$ cat src/rtl/intr_ctrl.sv
// intr_ctrl: edge-capturing interrupt arbiter feeding the CSR file.
// Latches rising edges on the source lines as pending. Picks the
// highest-priority enabled pending source and delivers it as a one-cycle
// e_intr_o pulse. Further interrupts are held off until mret.
//
// state   | meaning
// --------+-------------------------------------------------------------
// IDLE    | no delivery in progress, arbitrating every cycle
// FIRE    | e_intr_o asserted for this single cycle, irq_id_o valid
// SERVICE | handler running, waiting for mret to retire
module intr_ctrl #(
  parameter int NUM_SRC = 8,
  parameter int PRIO_W  = 3
) (
  input  logic               clk_i,
  input  logic               rst_ni,
  input  logic [NUM_SRC-1:0] irq_src_i,
  input  logic               mstatus_mie_i,
  input  logic               pipe_ready_i,
  input  logic               is_mret_i,
  input  logic               cfg_we_i,
  input  logic [7:0]         cfg_addr_i,
  input  logic [31:0]        cfg_wdata_i,
  output logic [31:0]        cfg_rdata_o,
  output logic               e_intr_o,
  output logic [3:0]         irq_id_o,
  output logic               busy_o
);

  localparam int ID_W = 4;

  localparam logic [7:0] ADDR_EN    = 8'h40;
  localparam logic [7:0] ADDR_THR   = 8'h44;
  localparam logic [7:0] ADDR_PEND  = 8'h48;
  localparam logic [7:0] ADDR_CLAIM = 8'h4C;

  typedef enum logic [1:0] {
    IDLE    = 2'd0,
    FIRE    = 2'd1,
    SERVICE = 2'd2
  } state_e;

  state_e state_q, state_d;

  logic [PRIO_W-1:0]  prio_q [NUM_SRC];
  logic [PRIO_W-1:0]  prio_d [NUM_SRC];
  logic [NUM_SRC-1:0] en_q, en_d;
  logic [PRIO_W-1:0]  thr_q, thr_d;
  logic [NUM_SRC-1:0] pend_q, pend_d;
  logic [NUM_SRC-1:0] prev_q, prev_d;
  logic [ID_W-1:0]    id_q, id_d;

  logic [NUM_SRC-1:0] rise;
  logic [NUM_SRC-1:0] cand;
  logic               cand_valid;
  logic [ID_W-1:0]    win_idx;
  logic [PRIO_W-1:0]  win_prio;
  logic               claim;

  logic [NUM_SRC-1:0] wr_prio;
  logic               wr_en;
  logic               wr_thr;
  logic               wr_pend;

  // Upper write-data bits have no destination for narrow registers.
  logic unused_wdata;
  assign unused_wdata = ^cfg_wdata_i;

  // A source is a new event only on a 0->1 transition of its sampled line.
  assign prev_d = irq_src_i;
  assign rise   = irq_src_i & ~prev_q;

  // Decode config write strobes per register.
  always_comb begin
    wr_prio = '0;
    wr_en   = 1'b0;
    wr_thr  = 1'b0;
    wr_pend = 1'b0;
    if (cfg_we_i) begin
      for (int i = 0; i < NUM_SRC; i++) begin
        if (cfg_addr_i == 8'(4 * i)) begin
          wr_prio[i] = 1'b1;
        end
      end
      wr_en   = (cfg_addr_i == ADDR_EN);
      wr_thr  = (cfg_addr_i == ADDR_THR);
      wr_pend = (cfg_addr_i == ADDR_PEND);
    end
  end

  // Next values of the software-owned config registers.
  always_comb begin
    prio_d = prio_q;
    en_d   = en_q;
    thr_d  = thr_q;
    for (int i = 0; i < NUM_SRC; i++) begin
      if (wr_prio[i]) begin
        prio_d[i] = cfg_wdata_i[PRIO_W-1:0];
      end
    end
    if (wr_en) begin
      en_d = cfg_wdata_i[NUM_SRC-1:0];
    end
    if (wr_thr) begin
      thr_d = cfg_wdata_i[PRIO_W-1:0];
    end
  end

  // Arbitration: strict greater-than keeps the lowest index on a tie.
  always_comb begin
    cand       = '0;
    cand_valid = 1'b0;
    win_idx    = '0;
    win_prio   = '0;
    for (int i = 0; i < NUM_SRC; i++) begin
      cand[i] = pend_q[i] & en_q[i] & (prio_q[i] > thr_q);
      if (cand[i] && (prio_q[i] > win_prio)) begin
        win_prio   = prio_q[i];
        win_idx    = ID_W'(i);
        cand_valid = 1'b1;
      end
    end
  end

  // Delivery FSM next state; claim marks the IDLE->FIRE transition.
  always_comb begin
    state_d = state_q;
    claim   = 1'b0;
    case (state_q)
      IDLE: begin
        if (cand_valid && mstatus_mie_i && pipe_ready_i) begin
          claim   = 1'b1;
          state_d = FIRE;
        end
      end
      FIRE: begin
        state_d = SERVICE;
      end
      SERVICE: begin
        if (is_mret_i) begin
          state_d = IDLE;
        end
      end
      default: begin
        state_d = IDLE;
      end
    endcase
  end

  // Pending update: W1C and claim clear first, so a same-cycle rising edge wins.
  always_comb begin
    pend_d = pend_q;
    if (wr_pend) begin
      pend_d = pend_d & ~cfg_wdata_i[NUM_SRC-1:0];
    end
    for (int i = 0; i < NUM_SRC; i++) begin
      if (claim && (win_idx == ID_W'(i))) begin
        pend_d[i] = 1'b0;
      end
    end
    pend_d = pend_d | rise;
  end

  // In-service id: captured on claim, dropped as the handler's mret retires.
  always_comb begin
    id_d = id_q;
    if (claim) begin
      id_d = win_idx;
    end else if ((state_q == SERVICE) && is_mret_i) begin
      id_d = '0;
    end
  end

  // Config read mux; unmapped addresses read as zero.
  always_comb begin
    cfg_rdata_o = '0;
    for (int i = 0; i < NUM_SRC; i++) begin
      if (cfg_addr_i == 8'(4 * i)) begin
        cfg_rdata_o = 32'(prio_q[i]);
      end
    end
    case (cfg_addr_i)
      ADDR_EN:    cfg_rdata_o = 32'(en_q);
      ADDR_THR:   cfg_rdata_o = 32'(thr_q);
      ADDR_PEND:  cfg_rdata_o = 32'(pend_q);
      ADDR_CLAIM: cfg_rdata_o = busy_o ? 32'(id_q) : 32'd0;
      default:    ;
    endcase
  end

  // All state registers; reset clears configuration as well as delivery state.
  always_ff @(posedge clk_i or negedge rst_ni) begin
    if (!rst_ni) begin
      state_q <= IDLE;
      en_q    <= '0;
      thr_q   <= '0;
      pend_q  <= '0;
      prev_q  <= '0;
      id_q    <= '0;
      for (int i = 0; i < NUM_SRC; i++) begin
        prio_q[i] <= '0;
      end
    end else begin
      state_q <= state_d;
      en_q    <= en_d;
      thr_q   <= thr_d;
      pend_q  <= pend_d;
      prev_q  <= prev_d;
      id_q    <= id_d;
      for (int i = 0; i < NUM_SRC; i++) begin
        prio_q[i] <= prio_d[i];
      end
    end
  end

  assign e_intr_o = (state_q == FIRE);
  assign busy_o   = (state_q != IDLE);
  assign irq_id_o = id_q;

endmodule

$ cat config.mk
export PLATFORM = sky130hd
export DESIGN_NAME = intr_ctrl
export DESIGN_NICKNAME = d
export VERILOG_FILES = /design/src/rtl/intr_ctrl.sv
export SDC_FILE = /design/constraint.sdc
export NUM_CORES = 1
export LEC_CHECK = 0
export CORE_MARGIN = 5
export CORE_UTILIZATION = 50
export DETAILED_ROUTE_END_ITERATION = 16
export PLACE_DENSITY_LB_ADDON = 0.2
export SLEW_MARGIN = 20
export SYNTH_ARGS = -nofsm -noshare
export SYNTH_HDL_FRONTEND = slang
export SYNTH_SLANG_ARGS = --single-unit
$ cat constraint.sdc
create_clock -name clk_i -period 11.7 [get_ports clk_i]
set_clock_uncertainty 0.1 [all_clocks]
set_input_delay 2.34 -clock clk_i [delete_from_list [all_inputs] [get_ports clk_i]]
set_output_delay 2.34 -clock clk_i [all_outputs]
set_load 0.05 [all_outputs]
After elaboration in Yosys (flattened, before gate mapping). Index checks and enable logic that the tools add are counted.

Register bits after elaboration: 57. Input port bits: 54. Output and inout bits: 38. Logic and storage cells: 158.

Order comparisons: 16. Equality and inequality tests: 22. Multiplexer cells: 60. Bitwise operators: 21. Reduce and logical (&&, ||, !) cells: 25.

Operators with widths (number): $mux W32 (7); $pmux W32 S4 (1); $gt A3 B3 Y1 (15); $mux W4 (9); $eq A8 B5 Y1 const B (4); $eq A8 B7 Y1 const B (4); $mux W1 (30); $mux W3 (8); $logic_and A1 B1 Y1 (19); $and A1 B1 Y1 (16); $and A8 B8 Y8 (2); $eq A4 B3 Y1 const B (4); $eq A8 B4 Y1 const B (2); $mux W8 (2); $not A8 Y8 (2); $eq A4 B2 Y1 const B (2); $eq A8 B3 Y1 const B (1); $logic_not A8 Y1 (1); $or A8 B8 Y8 (1); $pmux W2 S3 (1); $eq A4 B1 Y1 const B (1); $logic_not A4 Y1 (1); $mux W2 (2); $ne A2 B2 Y1 const B (2); 6 further kinds (7).

Logic depth before layout (Yosys ltp).
Word-level depth: 32. Mapped depth: 52. Mapped depth without buffers: 50.

Worst setup path after synthesis. No wires, ideal clock.

Path kind: register -> register. From: register thr_q[2]. To: register id_q[0] (netlist: irq_id_o[0]). Setup time: 0.086 ns. Arrival: 10.605 ns. Required time: 11.514 ns. Slack: 0.910 ns. Cell stages (with the launch flop): 49. Path buffers: 2. Period minus slack after synthesis: 10.790 ns. Cells stage by stage: dfrtp_1 inv_1 ha_1 o211ai_1 a31oi_2 nand3_1 ha_1 nand3b_1 a22oi_2 and3_1 buf_6 mux2_1 ha_1 nand3b_1 a22o_1 or2_1 buf_2 o211a_1 [... 13 more ...] nor2_1 a31oi_2 a221oi_4 mux2_4 ha_1 nand3_1 nand4_1 nor3_1 mux2_2 ha_1 a21o_1 a21oi_1 nor3_1 nor4_1 and2_1 a21oi_1 or3_1 a32oi_1.

Cells in the longest elaborated chain, start to end: 30. Elaborated cells between the ends (all ways): 59. Those cells by class: 15 x order compare; 25 x mux; 8 x bitwise; 11 x reduce/logical.

RTL lines: start, declared (line 48) `logic [PRIO_W-1:0] thr_q, thr_d;`; start signal, assigned (line 206) `thr_q <= thr_d;`; $gt A3 B3 Y1 (line 116) `cand[i] = pend_q[i] & en_q[i] & (prio_q[i] > thr_q);`; $and A1 B1 Y1 (line 116); $logic_and A1 B1 Y1 (line 117) `if (cand[i] && (prio_q[i] > win_prio)) begin`; $mux W3 (line 117); $gt A3 B3 Y1 (line 117); $logic_and A1 B1 Y1 (line 117); $mux W3 (line 117); $gt A3 B3 Y1 (line 117); [... 13 more ...]; $mux W3 (line 117); $gt A3 B3 Y1 (line 117); $logic_and A1 B1 Y1 (line 117); $mux W1 (line 117); $logic_and A1 B1 Y1 (2 in series) (line 131) `if (cand_valid && mstatus_mie_i && pipe_ready_i) begin`; $mux W1 (line 131); $mux W1 (line 129) `case (state_q)`; $mux W4 or $reduce_bool A2 Y1 (tied branches); end signal, assigned (line 209) `id_q <= id_d;`; end, declared (line 51) `logic [ID_W-1:0] id_q, id_d;`.

Parallel ways exist; a longest one is shown, timed or not. A chain may end at the register's enable or synchronous reset.

Final worst setup path.
From: register prio_q[23] (netlist name). To: register id_q[0] (netlist: irq_id_o[0]).

Cells in the longest elaborated chain, start to end: 30. Elaborated cells between the ends (all ways): 46. Those cells by class: 9 x order compare; 25 x mux; 1 x bitwise; 11 x reduce/logical.

RTL lines: start, declared (line 45) `logic [PRIO_W-1:0] prio_q [NUM_SRC];`; start signal, assigned by index (line 211) `prio_q[i] <= prio_d[i];`; $gt A3 B3 Y1 (line 116); $and A1 B1 Y1 (line 116); $logic_and A1 B1 Y1 (line 117); $mux W3 (line 117); $gt A3 B3 Y1 (line 117); $logic_and A1 B1 Y1 (line 117); $mux W3 (line 117); $gt A3 B3 Y1 (line 117); [... 13 more ...]; $mux W3 (line 117); $gt A3 B3 Y1 (line 117); $logic_and A1 B1 Y1 (line 117); $mux W1 (line 117); $logic_and A1 B1 Y1 (2 in series) (line 131); $mux W1 (line 131); $mux W1 (line 129); $mux W4 or $reduce_bool A2 Y1 (tied branches).

Parallel ways exist; a longest one is shown, timed or not.

==> impl_metrics.csv <==
group,metric,value,unit
synth,synth_top_family_by_area,"compound AO/OA/AOI/OAI gates",
grt,grt_pass1_wl,17700,um
setup_path,required,11.84,ns
grt,grt-ovfl-total,0,
routing,post_drt_wl_per_cell,18.8,um
placement,gp_congestion,0.909,
grt,antenna_found_initial,0,
synth,yosys.area_share.simple,0.159,
setup_path,crit_family,"simple AND/OR/NAND/NOR gates",
layout,n_antenna_cell,0,
synth,synthDistinctLibCells,61,
synth,ys_seq_elements,56,
placement,dp_hpwl,8630,um
setup_path,slowest_stage,"dfrtp_1",
pwr,netSwitchingFraction,0.331,
job,max-cap-violations,0,
routing,viasPerCell,5.92,
hold_path,hold_path_class,"flip-flop to flip-flop",
pwr,pwr_density_cell,85.6,nW/um2
sta,fmax,0.0910,GHz
synth,synthDominantCellAreaShare,0.329,
synth,synth_mux_area_frac,0.136,
pwr,ir_drop,0.0478,mV
setup_path,worst_setup_path_start_kind,"flip-flop",
clock_network,cts_tree,"done",
setup_path,crit_buf_inv,1,
sta,slew-limit-headroom,0.358,
routing,totalWireLength,11200,um
routing,drtPass1Iterations,5,
layout,stdcell_count,595,
pwr,p_comb_frac,0.218,
sta,hold_viol,0,
routing,vias,3524,
pwr,p_switching,138,uW
clock_network,cts_hold_buf,0,
layout,final_nets,583,
sta,setup_violations,0,
setup_path,critPathKind,"flip-flop to flip-flop",
synth,synth_area,4260,um2
setup_path,critical_path.max_stage_delay,0.45,ns
layout,post-route-util,0.590,
placement,placed_cells,587,
clock_network,postCtsSetupBuffers,0,
grt,grt_max_degree,57,
clock_network,clock_path_buffers,2,
clock_network,clock_tree.root_cell,"clkbuf_8",
placement,io_buffers,42,
sta,finalCritPeriodShare,0.939,
outcome,status,"complete, no violations",
clock_network,clkSlewWorstSetupHoldPaths,0.12,ns
routing,drc,0,
sta,fin_tns_setup,0,ns
pwr,power_frac_seq,0.507,
die,core_area,8260,um2
sta,min_period,10.99,ns
grt,grt.total_usage,0.220,
routing,first_iter_violations,249,
layout,area_delta_synth_final,14.5,%
sta,worstMarginPinSlew,0.959,ns
synth,yosysTopAreaCell,"dfrtp_1",
synth,synth_compound_area_frac,0.174,
die,die_w,102,um
clock_network,htreeDepth,2,
synth,async_reset_ff_frac,1.00,
die,start_util,0.515,
sta,rsz0062_at_grt,"false",
synth,synthTopCellsByArea,"dfrtp_1, ha_1, mux2_2",
die,fp.dieH,102,um
pwr,intPower,279,uW
clock_network,insertion_delay,0.33,ns
pwr,p_leak,2.16,nW
setup_path,worstPathArrival,11.12,ns
routing,drt.antenna.violating_nets,0,
synth,syn_avg_cell_area,9.72,um2
grt,grt_pass1_vias,3396,
setup_path,critPathCaptureType,"flip-flop",
die,ios,92,
synth,synthAdderAreaFrac,0.118,
setup_path,crit_fanout,6,
die,die-area,10500,um2
synth,synth_cells,438,
synth,synth-edff-count,0,
synth,synthXorXnorAreaFrac,0,
synth,seq_area_frac_synth,0.329,
synth,ys.flop_type,"dfrtp_1",
die,row_count,33,
clock_network,cts_buffers,5,
pwr,clock_power_share,0.276,
clock_network,cts_sinks,56,
setup_path,path_common_cell,"ha_1",
synth,yosys_warnings,0,
layout,drive_gt1_frac,0.176,
sta,final_max_slew_viol_count,0,
[cell usage in the layout (no fill, tap or decap), types with 15 or more instances in the layout]
master,count
nand3_1,22
a21oi_1,16
a22o_1,15
clkdlybuf4s50_1,41
nor2_1,29
mux2_2,42
dfrtp_1,56
conb_1,25
ha_1,40
inv_1,34
nand2_1,37
[routing by layer]
metal  vias to the layer above  share of wire  global-route usage
met2                       134           0.47               0.346
li1                       1666              -                   -
met3                        22          0.061              0.0314
met1                      1702           0.45               0.312
met4                         0          0.023              0.0747
met5                         -              0                   0
[state kept, by name, indices dropped and copies added, names as in the netlist]
name      count
en_q          8
thr_q         3
prio_q       24
irq_id_o      3
prev_q        8
pend_q        8
state_q       2
[logic make-up (layout without fill, tap and decap cells)]
family,after synthesis,in the layout
compound gates,88,88
fa+ha+maj,40,40
buf+inv,67,95
flops,56,56
mux,49,49
other cells,1,25
simple gates,137,137
[through the flow]
step	worst slack [ns]	power [mW]	hold WS, ns	instance area (um2)
4_1_cts	0.547	0.419	0.328	4840
6_report	0.711	0.417	0.322	4870
3_3_place_gp	0.823	0.301	0.303	4750
5_1_grt	0.0206	0.437	0.340	4870
2_1_floorplan	0.910	0.280	0.292	4350
3_5_place_dp	0.626	0.304	0.312	4750
[power groups by stage]
stage	clock (mW)	sequential (mW)	combinational (mW)
2_1_floorplan	0	0.214	0.0657
3_3_place_gp	0	0.215	0.0859
3_5_place_dp	0	0.215	0.0894
6_report	0.115	0.211	0.0909
5_1_grt	0.125	0.212	0.100
4_1_cts	0.118	0.211	0.0899
[cells in the mapped netlist, types with 5 or more instances]
cell type and count:
ha_1 40, nor2b_1 6, mux2_2 42, inv_1 34, a21o_1 5, o21ai_0 6, nand3b_1 7, nand2_1 37
a221oi_1 9, a21oi_1 16, nand3_1 22, nor3_1 9, dfrtp_1 56, nor2_1 29, clkbuf_1 5, a22o_1 15
nand4_1 5, buf_4 25
[final timing paths]
kind | startpoint | to | slack (ns) | cells after the start
max | prio_q[23]$_DFFE_PN0P_ | irq_id_o[0]$_DFFE_PN0P_ | 0.71 | 45
min | prev_q[6]$_DFF_PN0_ | pend_q[6]$_DFF_PN0_ | 0.32 | 1
max reg2reg | prio_q[23]$_DFFE_PN0P_ | irq_id_o[0]$_DFFE_PN0P_ | 0.71 | 45
min reg2reg | prev_q[6]$_DFF_PN0_ | pend_q[6]$_DFF_PN0_ | 0.32 | 1
max in group asynchronous | rst_ni | prio_q[7]$_DFFE_PN0P_ | 8.96 | 2
min in group asynchronous | rst_ni | pend_q[1]$_DFF_PN0_ | 2.05 | 2
[layout make-up]
type	count	area, um2
fillers	742	3390
well taps	105	131
flip-flops and latches	56	1400
inverters	34	128
repair buffers	53	498
multi-input cells	339	2620
clock buffers	5	68.8
clock inverters	3	26.3
[timing repair]
item,in CTS,in global routing
hold endpoints to repair,0,0
setup endpoints to repair,0,9
resized for setup,0,5
(Power assumes the default switching activity.)
